--- src/rtl/if_id_queue.sv ---
// IF->ID decoupling queue: a small circular FIFO of (pc, inst) pairs with
// registered occupancy, flush-to-empty, and zeroed outputs when empty.
module if_id_queue #(
  parameter int ADDR_W = 32,
  parameter int INST_W = 32,
  parameter int DEPTH  = 4
) (
  input  logic                     clk,
  input  logic                     rst,
  input  logic                     flush,
  input  logic                     if_valid,
  input  logic [ADDR_W-1:0]        if_pc,
  input  logic [INST_W-1:0]        if_inst,
  output logic                     if_ready,
  output logic                     id_valid,
  output logic [ADDR_W-1:0]        id_pc,
  output logic [INST_W-1:0]        id_inst,
  input  logic                     id_ready,
  output logic [$clog2(DEPTH):0]   count
);

  localparam int PTR_W = $clog2(DEPTH);
  localparam int CNT_W = PTR_W + 1;
  localparam logic [CNT_W-1:0] FULL_CNT = CNT_W'(DEPTH);

  logic [PTR_W-1:0] wr_ptr_reg, wr_ptr_next;
  logic [PTR_W-1:0] rd_ptr_reg, rd_ptr_next;
  logic [CNT_W-1:0] count_reg, count_next;
  logic             push, pop;

  logic [ADDR_W-1:0] pc_mem   [DEPTH];
  logic [INST_W-1:0] inst_mem [DEPTH];

  // Readiness depends only on registered occupancy, never on id_ready.
  assign if_ready = (count_reg < FULL_CNT);
  assign id_valid = (count_reg != '0);
  assign count    = count_reg;

  assign push = if_valid & if_ready & ~flush;
  assign pop  = id_valid & id_ready & ~flush;

  always_comb begin
    wr_ptr_next = wr_ptr_reg;
    rd_ptr_next = rd_ptr_reg;
    count_next  = count_reg;
    if (flush) begin
      wr_ptr_next = '0;
      rd_ptr_next = '0;
      count_next  = '0;
    end else begin
      if (push) wr_ptr_next = wr_ptr_reg + PTR_W'(1);
      if (pop)  rd_ptr_next = rd_ptr_reg + PTR_W'(1);
      case ({push, pop})
        2'b10:   count_next = count_reg + CNT_W'(1);
        2'b01:   count_next = count_reg - CNT_W'(1);
        default: count_next = count_reg;
      endcase
    end
  end

  always_ff @(posedge clk or negedge rst) begin
    if (!rst) begin
      wr_ptr_reg <= '0;
      rd_ptr_reg <= '0;
      count_reg  <= '0;
    end else begin
      wr_ptr_reg <= wr_ptr_next;
      rd_ptr_reg <= rd_ptr_next;
      count_reg  <= count_next;
    end
  end

  // Payload storage is never cleared; occupancy alone decides what is live.
  always_ff @(posedge clk) begin
    if (push) begin
      pc_mem[wr_ptr_reg]   <= if_pc;
      inst_mem[wr_ptr_reg] <= if_inst;
    end
  end

  assign id_pc   = id_valid ? pc_mem[rd_ptr_reg]   : '0;
  assign id_inst = id_valid ? inst_mem[rd_ptr_reg] : '0;

endmodule

--- config.mk ---
export PLATFORM = sky130hd
export DESIGN_NAME = if_id_queue
export DESIGN_NICKNAME = d
export VERILOG_FILES = /design/src/rtl/if_id_queue.sv
export SDC_FILE = /design/constraint.sdc
export NUM_CORES = 1
export LEC_CHECK = 0
export ABC_AREA = 1
export BUFFER_PORTS_ARGS = -buffer_cell sky130_fd_sc_hd__clkbuf_2
export CORE_MARGIN = 3
export CORE_UTILIZATION = 50
export DETAILED_ROUTE_END_ITERATION = 10
export PLACE_DENSITY = 0.71
export SKIP_CTS_REPAIR_TIMING = 1
export SLEW_MARGIN = 5
export SYNTH_ARGS = -nofsm -noshare
export SYNTH_HDL_FRONTEND = slang
export SYNTH_SLANG_ARGS = --single-unit
--- constraint.sdc ---
create_clock -name clk -period 4.41 [get_ports clk]
set_clock_uncertainty 0.05 [all_clocks]
set_input_delay 0.441 -clock clk [delete_from_list [all_inputs] [get_ports clk]]
set_output_delay 0.441 -clock clk [all_outputs]
set_load 0.1 [all_outputs]
* Word level (Yosys, flattened, before mapping) *
Memory sizes are Yosys's and may differ from the RTL's.
Cells that the tools add are included.
W data, S select, Z words.

storage, ports and cells
  register bits = 7
  memory bits (writable) = 256
  input port bits = 69
  output and inout bits = 69
  word-level logic and storage cells = 31
  memories = 2

cells by class
  $add $sub $neg = 4
  magnitude comparators = 1
  eq/ne operators = 2
  muxes and demuxes = 10
  bitwise operators = 5
  reduce and logical (&&, ||, !) cells = 4

memory list
  name      depth  bits a word  rd ports  clocked after Yosys merged registers in  wr ports  line  RTL
  inst_mem  4      32           1         0                                        1         32    logic [INST_W-1:0] inst_mem [DEPTH];
  pc_mem    4      32           1         0                                        1         31    logic [ADDR_W-1:0] pc_mem [DEPTH];

operators with widths
  operator               number
  $mux W32               2
  $mux W2                4
  $pmux W3 S2            1
  $reduce_bool A3 Y1     2
  $add A2 B1 Y2 const B  2
  $and A1 B1 Y1          4
  $reduce_bool A2 Y1     2
  $add A3 B1 Y3 const B  1
  $lt A3 B3 Y1 const B   1
  $mux W3                1
  $sub A3 B1 Y3 const B  1
  $eq A2 B1 Y1 const B   1
  $eq A2 B2 Y1 const B   1
  $mux W1                2
  $not A1 Y1             1

* Depth between registers and ports, before layout *
Gate-level depths: netlist (run 1).

  depth in word-level cells = 6
  gate-level depth with buffers = 11
  mapped depth without buffers = 11

* Least setup slack after synthesis (run 1) *
No wires, ideal clock.

  path kind = register to register
  from = reg count_reg[2] (netlist: count[2])
  to = mem inst_mem[0][0], enable pin
  setup time = 0.487 ns
  arrival time = 4.683 ns
  required time = 3.873 ns
  setup slack = -0.809 ns
  stages on the path, launching flop included = 4
  buffers on the path = 0
  clock period less this slack = 5.219 ns
  path through = dfrtp_1 -> inv_1 -> nand3_1 -> nor2_1

on the way
  cells in the longest elaborated chain, start to end = 5

RTL lines
  what                           line  RTL
  start: declaration             28    logic [CNT_W-1:0] count_reg, count_next;
  start signal: assignment       69    count_reg <= count_next;
  $lt A3 B3 Y1                   35    assign if_ready = (count_reg < FULL_CNT);
  via if_ready                   14    output logic if_ready,
  $and A1 B1 Y1 (2 in series)    39    assign push = if_valid & if_ready & ~flush;
  $mux W1                        75    if (push) begin
  $mux W1 (not written as such)  77    inst_mem[wr_ptr_reg] <= if_inst;
  end: declaration               32

The timed path passes the listed nets, and every way through them passes these cells.

* Worst setup path in the final report (run 1) *
  from = reg rd_ptr_reg[0]
  to = out id_pc[15]

on the way
  cells in the longest elaborated chain, start to end = 2

RTL lines
  what                      line  RTL
  start: declaration        27    logic [PTR_W-1:0] rd_ptr_reg, rd_ptr_next;
  start signal: assignment  68    rd_ptr_reg <= rd_ptr_next;
  $mem_v2 Z4 W32            n/a
  $mux W32                  81    assign id_pc = id_valid ? pc_mem[rd_ptr_reg] : '0;
  end: declaration          16    output logic [ADDR_W-1:0] id_pc,

No other way between the ends.

==> results.yml, run 1 <==
run_status:
  status: "finished clean"
clock_tree:
  htree_levels: 1
  cts_tree: "done"
  cts.clk_slew.worst_paths_ns: 0.06
  clk_latency_ns: 0.52
  cts_root_buf: "clkbuf_16"
  cts_buffer_depth: 3
  cts_buffers: 26
  clock-sinks: 263
finish:
  drive_gt1_share_pct: 26.6
  synthToLayoutAreaGrowth_pct: 18.9
  nets: 1022
  stdcell_area_um2: 12300
  fin_util_pct: 61.8
  antenna_cells: 0
routing:
  wire_per_inst_um: 17.2
  drc_errors: 0
  vias: 6446
  wirelength_um: 21100
  drtIter0Drc: 340
  drtAntennaViolNets: 0
  drt_first_pass_iters: 5
  via_per_inst: 5.24
floorplan:
  die_w_um: 150
  dieArea_um2: 22400
  start_util_pct: 52.0
  ios: 138
  rows: 51
  core_area_um2: 19800
  die_h_um: 150
yosys:
  synthTopCellsByArea: "edfxtp_1, nor2_1, o21ai_0"
  ys_types: 19
  yosysTopAreaCell: "edfxtp_1"
  synth_top_area_share_pct: 74.5
  synth_area_um2: 10300
  yosysSeqAreaShare_pct: 76.2
  ys_ff_latch: 263
  yosys_warnings: 0
  syn_avg_cell_area_um2: 12.6
  syn-num-nets: 890
  syn_inst: 816
min_path:
  worstHoldPathCells: 2
  hold_path_end: "rd_ptr_reg[0]$_DFFE_PN0P_"
  hold_start: "flush"
  hp-class: "in2reg"
setup_path:
  crit_type: "reg2out"
  rr_endpoint: "inst_mem[3][15]$_DFFE_PP_"
  r2r-start: "count[2]$_DFFE_PN0P_"
  critPathRequiredTime_ns: 3.92
  worstRegToRegCells: 4
  critPathArrivalTime_ns: 2.78
  critPathLaunchType: "flip-flop"
  critPathMaxStageDelay_ns: 0.55
  path_cells: "clkinv_2, buf_12, o21ai_0, a21oi_2, clkbuf_2"
  crit_slowest_cell: "clkinv_2"
  rrSetupSlack_ns: 1.87
  cp_max_fo: 72
  end_kind: "output pin"
timing:
  period_share_pct: 74.3
  period_needed_ns: 3.28
  fin_setup_tns_ns: 0
  tightest_slew_ns: 1.12
  fmax_ghz: 0.305
  setup_violations: 0
  hold_viol: 0
  maxSlewHeadroom_pct: 25.4
  grt_setup_unrepaired: "no"
  slew_viol_final: 0
  whs_ns: 0.0847
global_route:
  grt_max_degree: 73
  met2_usage_pct: 33.1
  grt-busiest-layer: "met2"
  grt_pass1_wl_um: 32500
  grt_use_met3_pct: 4.24
  grt_overflow: 0
  antenna_found_initial: 0
  first_global_vias: 6211
  grtUsageMet1_pct: 23.2
  grt_usage_pct: 18.7
placement:
  place_congestion: 0.797
  io_buffers: 137
  dp_hpwl_um: 12000
  placed_cell_area_um2: 11500
flow_run:
  cap_violations: 0
-- cell usage after synthesis --
cell      count
o21ai_0     125
nor2_1      263
edfxtp_1    256
buf_1         8
buf_2         7
xor2_1        1
dfrtp_1       7
a21oi_1      67
o21ai_1       8
nand2_1      18
nand3_1       2
inv_2         2
nand2_2       1
fa_1          1
buf_4        14
nor3_1        1
clkbuf_1     19
inv_1        12
ha_1          4
-- stage by stage --
stage	setup WS (ns)	std cells
after global routing	0.962	1230
after global placement	1.67	1184
final	1.13	1230
after CTS	1.09	1229
after detailed placement	1.64	1184
after floorplan	-0.809	816
-- worst max path at each step --
stage                                         start  slack, ns                       end  cells after the start
after CTS                      count[0]$_DFFE_PN0P_       1.09               id_inst[31]                      6
after global routing      rd_ptr_reg[0]$_DFFE_PN0P_       0.96                  id_pc[8]                      5
after floorplan                count[2]$_DFFE_PN0P_      -0.81  inst_mem[0][0]$_DFFE_PP_                      3
final                     rd_ptr_reg[0]$_DFFE_PN0P_       1.13                 id_pc[15]                      5
after detailed placement  rd_ptr_reg[0]$_DFFE_PN0P_       1.64                 id_pc[15]                      5
after global placement         count[0]$_DFFE_PN0P_       1.67               id_inst[31]                      6
-- logic make-up after synthesis --
group	Yosys count	synth area share, %
simple gates	285	10.4
flops	263	76.2
compound gates	200	9.71
buf+inv	62	2.85
fa+ha+maj	5	0.679
xor+xnor	1	0.0849
-- metal layers --
metal,wire length (um),up-vias
li1,-,3149
met1,8550,3068
met2,10600,190
met3,1490,39
met4,486,0
met5,0,-
-- area by class of cell --
cell class	instances	area (um^2)
Tap cell	265	332
Clock inverter	10	47.5
Timing Repair Buffer	152	826
Clock buffer	35	706
Fill cell	1472	7580
Multi-Input combinational cell	491	2430
Inverter	14	56.3
Sequential cell	263	7870
-- cells in the final DEF, fill, tap and decap left out --
cell type and count:
a21oi_2 64, ha_1 4, dfrtp_1 5, edfxtp_1 256, nor2_4 4, o21ai_1 8, nand2_2 1, inv_1 11
fa_1 1, buf_12 2, clkinv_1 5, nand3_1 2, nand2_1 18, clkbuf_16 27, clkinv_2 5, dfrtp_2 1
nor3_1 1, clkbuf_2 137, clkbuf_1 8, dlygate4sd3_1 1, nor2_1 259, o21ai_0 125, a21oi_1 3, buf_4 12
xor2_1 1, inv_2 1, dfrtp_4 1, inv_4 1, clkinv_4 1
-- critical path, delay by kind of cell, from the launching register on --
family                 cells  cell delay, ns
buffers and inverters      3            1.42
DFF                        1            0.42
AOI/OAI and AO/OA          2            0.41
Power of run 1 is not shown: default switching activity piles up to over one toggle a cycle in this logic, so the estimate is an artifact.
==> inputs of run 2 (changes only) <==
- clock period: 4.41 -> 3.3 ns (I/O delays scaled with it)
==> results.yml, run 2 (synthesized netlist as in run 1, its figures left out) <==
clock_tree:
  clock-sinks: 263
  clk_latency_ns: 0.51
  htree_levels: 1
  cts_buffers: 27
  cts_tree: "done"
  cts.clk_slew.worst_paths_ns: 0.06
  cts_root_buf: "clkbuf_16"
  cts_buffer_depth: 3
timing:
  fmax_ghz: 0.347
  grt_setup_unrepaired: "no"
  worst_slack_ns: 0.415
  tightest_slew_ns: 0.660
  fin_setup_tns_ns: 0
  maxSlewHeadroom_pct: 55.9
  slew_viol_final: 0
  hold_viol: 0
  period_share_pct: 87.4
  setup_violations: 0
  period_needed_ns: 2.88
finish:
  antenna_cells: 0
  fillCellCount: 1288
  mostFrequentLayoutCell: "nor2_1"
  multi_input_area_um2: 2890
  nets: 1088
  final_cell_mix: "nor2_1, edfxtp_1, o21ai_0"
  drive_gt1_share_pct: 25.5
  synthToLayoutAreaGrowth_pct: 36.7
  ff_latch_area_um2: 7870
floorplan:
  core_area_um2: 19800
  start_util_pct: 52.0
  die_w_um: 150
  dieArea_um2: 22400
  rows: 51
  ios: 138
  die_h_um: 150
setup_path:
  critPathMaxStageDelay_ns: 0.46
  cp_common_cell: "nor2_1"
  cp_max_fo: 129
  path_cells: "buf_12, nor2_1, nor2_1, o21ai_0, a21oi_4, clkbuf_2"
  crit_type: "reg2out"
  critPathLaunchType: "flip-flop"
  end_kind: "output pin"
  crit_slowest_cell: "buf_12"
  critPathRequiredTime_ns: 2.92
  critPathArrivalTime_ns: 2.50
placement:
  place_ws_ns: 0.956
  place_congestion: 0.820
  dp_hpwl_um: 12300
  io_buffers: 137
routing:
  vias: 6758
  drt_first_pass_iters: 5
  via_per_inst: 5.21
  wirelength_um: 22200
  drc_errors: 0
  drtAntennaViolNets: 0
  wire_per_inst_um: 17.1
  drtIter0Drc: 529
min_path:
  hp-class: "in2reg"
global_route:
  grt_usage_pct: 19.5
  first_global_vias: 6476
  antenna_found_initial: 0
  grt_overflow: 0
  grt_pass1_wl_um: 34100
  grt_max_degree: 130
flow_run:
  cap_violations: 0
run_status:
  status: "finished clean"
run 2: cell types whose count changed in the layout (fill, tap and decap cells not counted), sizes merged:
cell / previous run / this run
dlygate4sd3: 1 / 62
buf: 14 / 62
inv: 13 / 12
clkinv: 11 / 14
bufinv: 0 / 1
clkbuf: 172 / 127
clkinvlp: 0 / 1
run 2: area by class of cell:
type                       instances  share of cell area [%]
inverter                          14                   0.444
multi-input combinational        491                    20.5
clock buffer                      34                    4.98
clock inverter                    14                   0.675
sequential                       263                    55.9
timing repair buffer             217                    15.2
tap                              265                    2.35
run 2: per-stage QoR:
step	std cells	utilization, %	cell area [um^2]	hold WS (ns)
CTS	1236	67.9	13500	-0.423
floorplan	816	-	11100	-0.0156
global placement	1188	63.9	12700	0.128
global route	1298	71.0	14100	0.00685
detailed placement	1188	63.9	12700	0.129
finish	1298	71.0	14100	0.0160
run 2: critical path: cells and delay by family (launching register included):
kind	cells	cell delay (ns)
buf+inv	2	0.92
flops	1	0.43
compound gates	2	0.36
simple gates	2	0.24
run 2: path summary, 6_finish.rpt:
check                                          start                         to  slack, ns  cells after the start
min reg2reg                     count[2]$_DFFE_PN0P_       count[2]$_DFFE_PN0P_       0.54                      2
min in group asynchronous                        rst       count[0]$_DFFE_PN0P_       0.13                      2
max reg2reg                     count[2]$_DFFE_PN0P_    pc_mem[0][20]$_DFFE_PP_       1.05                      4
min                                        if_pc[14]    pc_mem[2][14]$_DFFE_PP_       0.02                      1
max in group asynchronous                        rst  rd_ptr_reg[0]$_DFFE_PN0P_       2.87                      2
max                        rd_ptr_reg[0]$_DFFE_PN0P_                  id_pc[17]       0.42                      6
run 2: per-layer routing:
| layer | vias up | part of all wire, % | global-route usage (%) |
|---|---|---|---|
| met5 | - | 0 | 0 |
| met4 | 0 | 2.4 | 5.81 |
| met3 | 44 | 5.0 | 3.48 |
| met2 | 205 | 50 | 33.4 |
| met1 | 3227 | 43 | 25.8 |
| li1 | 3282 | - | - |
Power of run 2 is left out for the same reason.
==> inputs of run 3 (changes only) <==
- BUFFER_PORTS_ARGS: -buffer_cell sky130_fd_sc_hd__clkbuf_2 -> unset
- DONT_BUFFER_PORTS: unset -> 1
- PLACE_DENSITY: 0.71 -> 0.69
==> results.yml, run 3 (synthesized netlist as in run 1, its figures left out) <==
floorplan:
  start_util_pct: 52.0
  die_h_um: 150
  ios: 138
  die_w_um: 150
  core_area_um2: 19800
  dieArea_um2: 22400
  rows: 51
finish:
  synthToLayoutAreaGrowth_pct: 35.2
  final_cell_mix: "nor2_1, edfxtp_1, o21ai_0"
  fillCellCount: 1285
  drive_gt1_share_pct: 20.6
  ff_latch_area_um2: 7870
  multi_input_area_um2: 2890
  nets: 1017
  stdcell_area_um2: 13900
  fin_util_pct: 70.3
  mostFrequentLayoutCell: "nor2_1"
setup_path:
  critPathArrivalTime_ns: 2.72
  cp_max_fo: 58
  end_kind: "output pin"
  r2r-start: "count[2]$_DFFE_PN0P_"
  critPathMaxStageDelay_ns: 0.53
  rr_endpoint: "inst_mem[1][2]$_DFFE_PP_"
  path_cells: "clkinv_2, buf_12, o21ai_0, a21oi_4, buf_12"
  crit_buf_inv: 3
  worstRegToRegCells: 5
  critPathLaunchType: "flip-flop"
  rrSetupSlack_ns: 0.39
  critPathRequiredTime_ns: 2.92
  crit_family: "buffers and inverters"
  crit_slowest_cell: "clkinv_2"
  crit_type: "reg2out"
  cp_common_cell: "buf_12"
placement:
  place_congestion: 0.813
  io_buffers: 0
  placed_cell_area_um2: 12300
  dp_hpwl_um: 13500
  place_ws_ns: 0.398
timing:
  grt_setup_unrepaired: "no"
  period_share_pct: 94.1
  worst_slack_ns: 0.196
  fin_setup_tns_ns: 0
  tightest_slew_ns: 0.791
  maxSlewHeadroom_pct: 47.3
  slew_viol_final: 0
  fmax_ghz: 0.322
  period_needed_ns: 3.10
  setup_violations: 0
  hold_viol: 0
routing:
  wire_per_inst_um: 19.2
  via_per_inst: 5.45
  drt_first_pass_iters: 5
  drc_errors: 0
  drtAntennaViolNets: 0
  drtIter0Drc: 552
  wirelength_um: 23600
  vias: 6708
clock_tree:
  clock-sinks: 263
  cts_buffer_depth: 3
  htree_levels: 1
  cts_buffers: 27
  cts.clk_slew.worst_paths_ns: 0.06
  clk_latency_ns: 0.53
  cts_root_buf: "clkbuf_16"
  cts_tree: "done"
global_route:
  antenna_found_initial: 1
  grt_overflow: 0
  first_global_vias: 6688
  grt_usage_pct: 20.7
  grt_max_degree: 130
  grt_pass1_wl_um: 36200
min_path:
  worstHoldPathCells: 3
  hold_start: "if_valid"
  hp-class: "in2reg"
  hold_path_end: "wr_ptr_reg[0]$_DFFE_PN0P_"
run_status:
  status: "finished clean"
flow_run:
  cap_violations: 0
-- run 3: metal layers --
layer  GRT usage [%]  share of wire (%)  up-vias
met3            5.75                6.0       37
met1            25.2                 40     3304
met2            36.7                 53      220
met4            5.08                1.7        0
met5               0                  0        -
li1                -                  -     3147
-- run 3: per-stage QoR --
| stage | hold WS [ns] | cells |
|---|---|---|
| floorplan | -0.0156 | 816 |
| global placement | -0.0154 | 1112 |
| detailed placement | -0.0154 | 1112 |
| CTS | -0.579 | 1162 |
| global route | 0.0818 | 1230 |
| finish | 0.0631 | 1230 |
-- run 3: how the worst max path moves through the flow --
stage / start / end / slack (ns) / depth (start not counted)
6_report: rd_ptr_reg[0]$_DFFE_PN0P_ / id_pc[15] / 0.20 / 5
5_1_grt: rd_ptr_reg[0]$_DFFE_PN0P_ / id_pc[7] / 0.07 / 5
4_1_cts: count[2]$_DFFE_PN0P_ / id_pc[31] / 0.01 / 6
3_5_place_dp: count[2]$_DFFE_PN0P_ / pc_mem[1][1]$_DFFE_PP_ / 0.40 / 5
3_3_place_gp: count[2]$_DFFE_PN0P_ / pc_mem[1][27]$_DFFE_PP_ / 0.47 / 5
2_1_floorplan: count[2]$_DFFE_PN0P_ / id_inst[0] / 0.03 / 5
-- run 3: area by class of cell --
type	count	area share (%)
multi-input combinational	491	20.7
antenna	1	0.0179
sequential	263	56.4
timing repair buffer	146	13.4
tap	265	2.38
clock buffer	28	4.87
clock inverter	22	1.73
inverter	14	0.467
-- run 3: worst min-delay path, cell delays in order --
cell	delay, ns
nand2_1	0.04
nand2_1	0.13
o21ai_0	0.10
Power of run 3 is left out for the same reason.
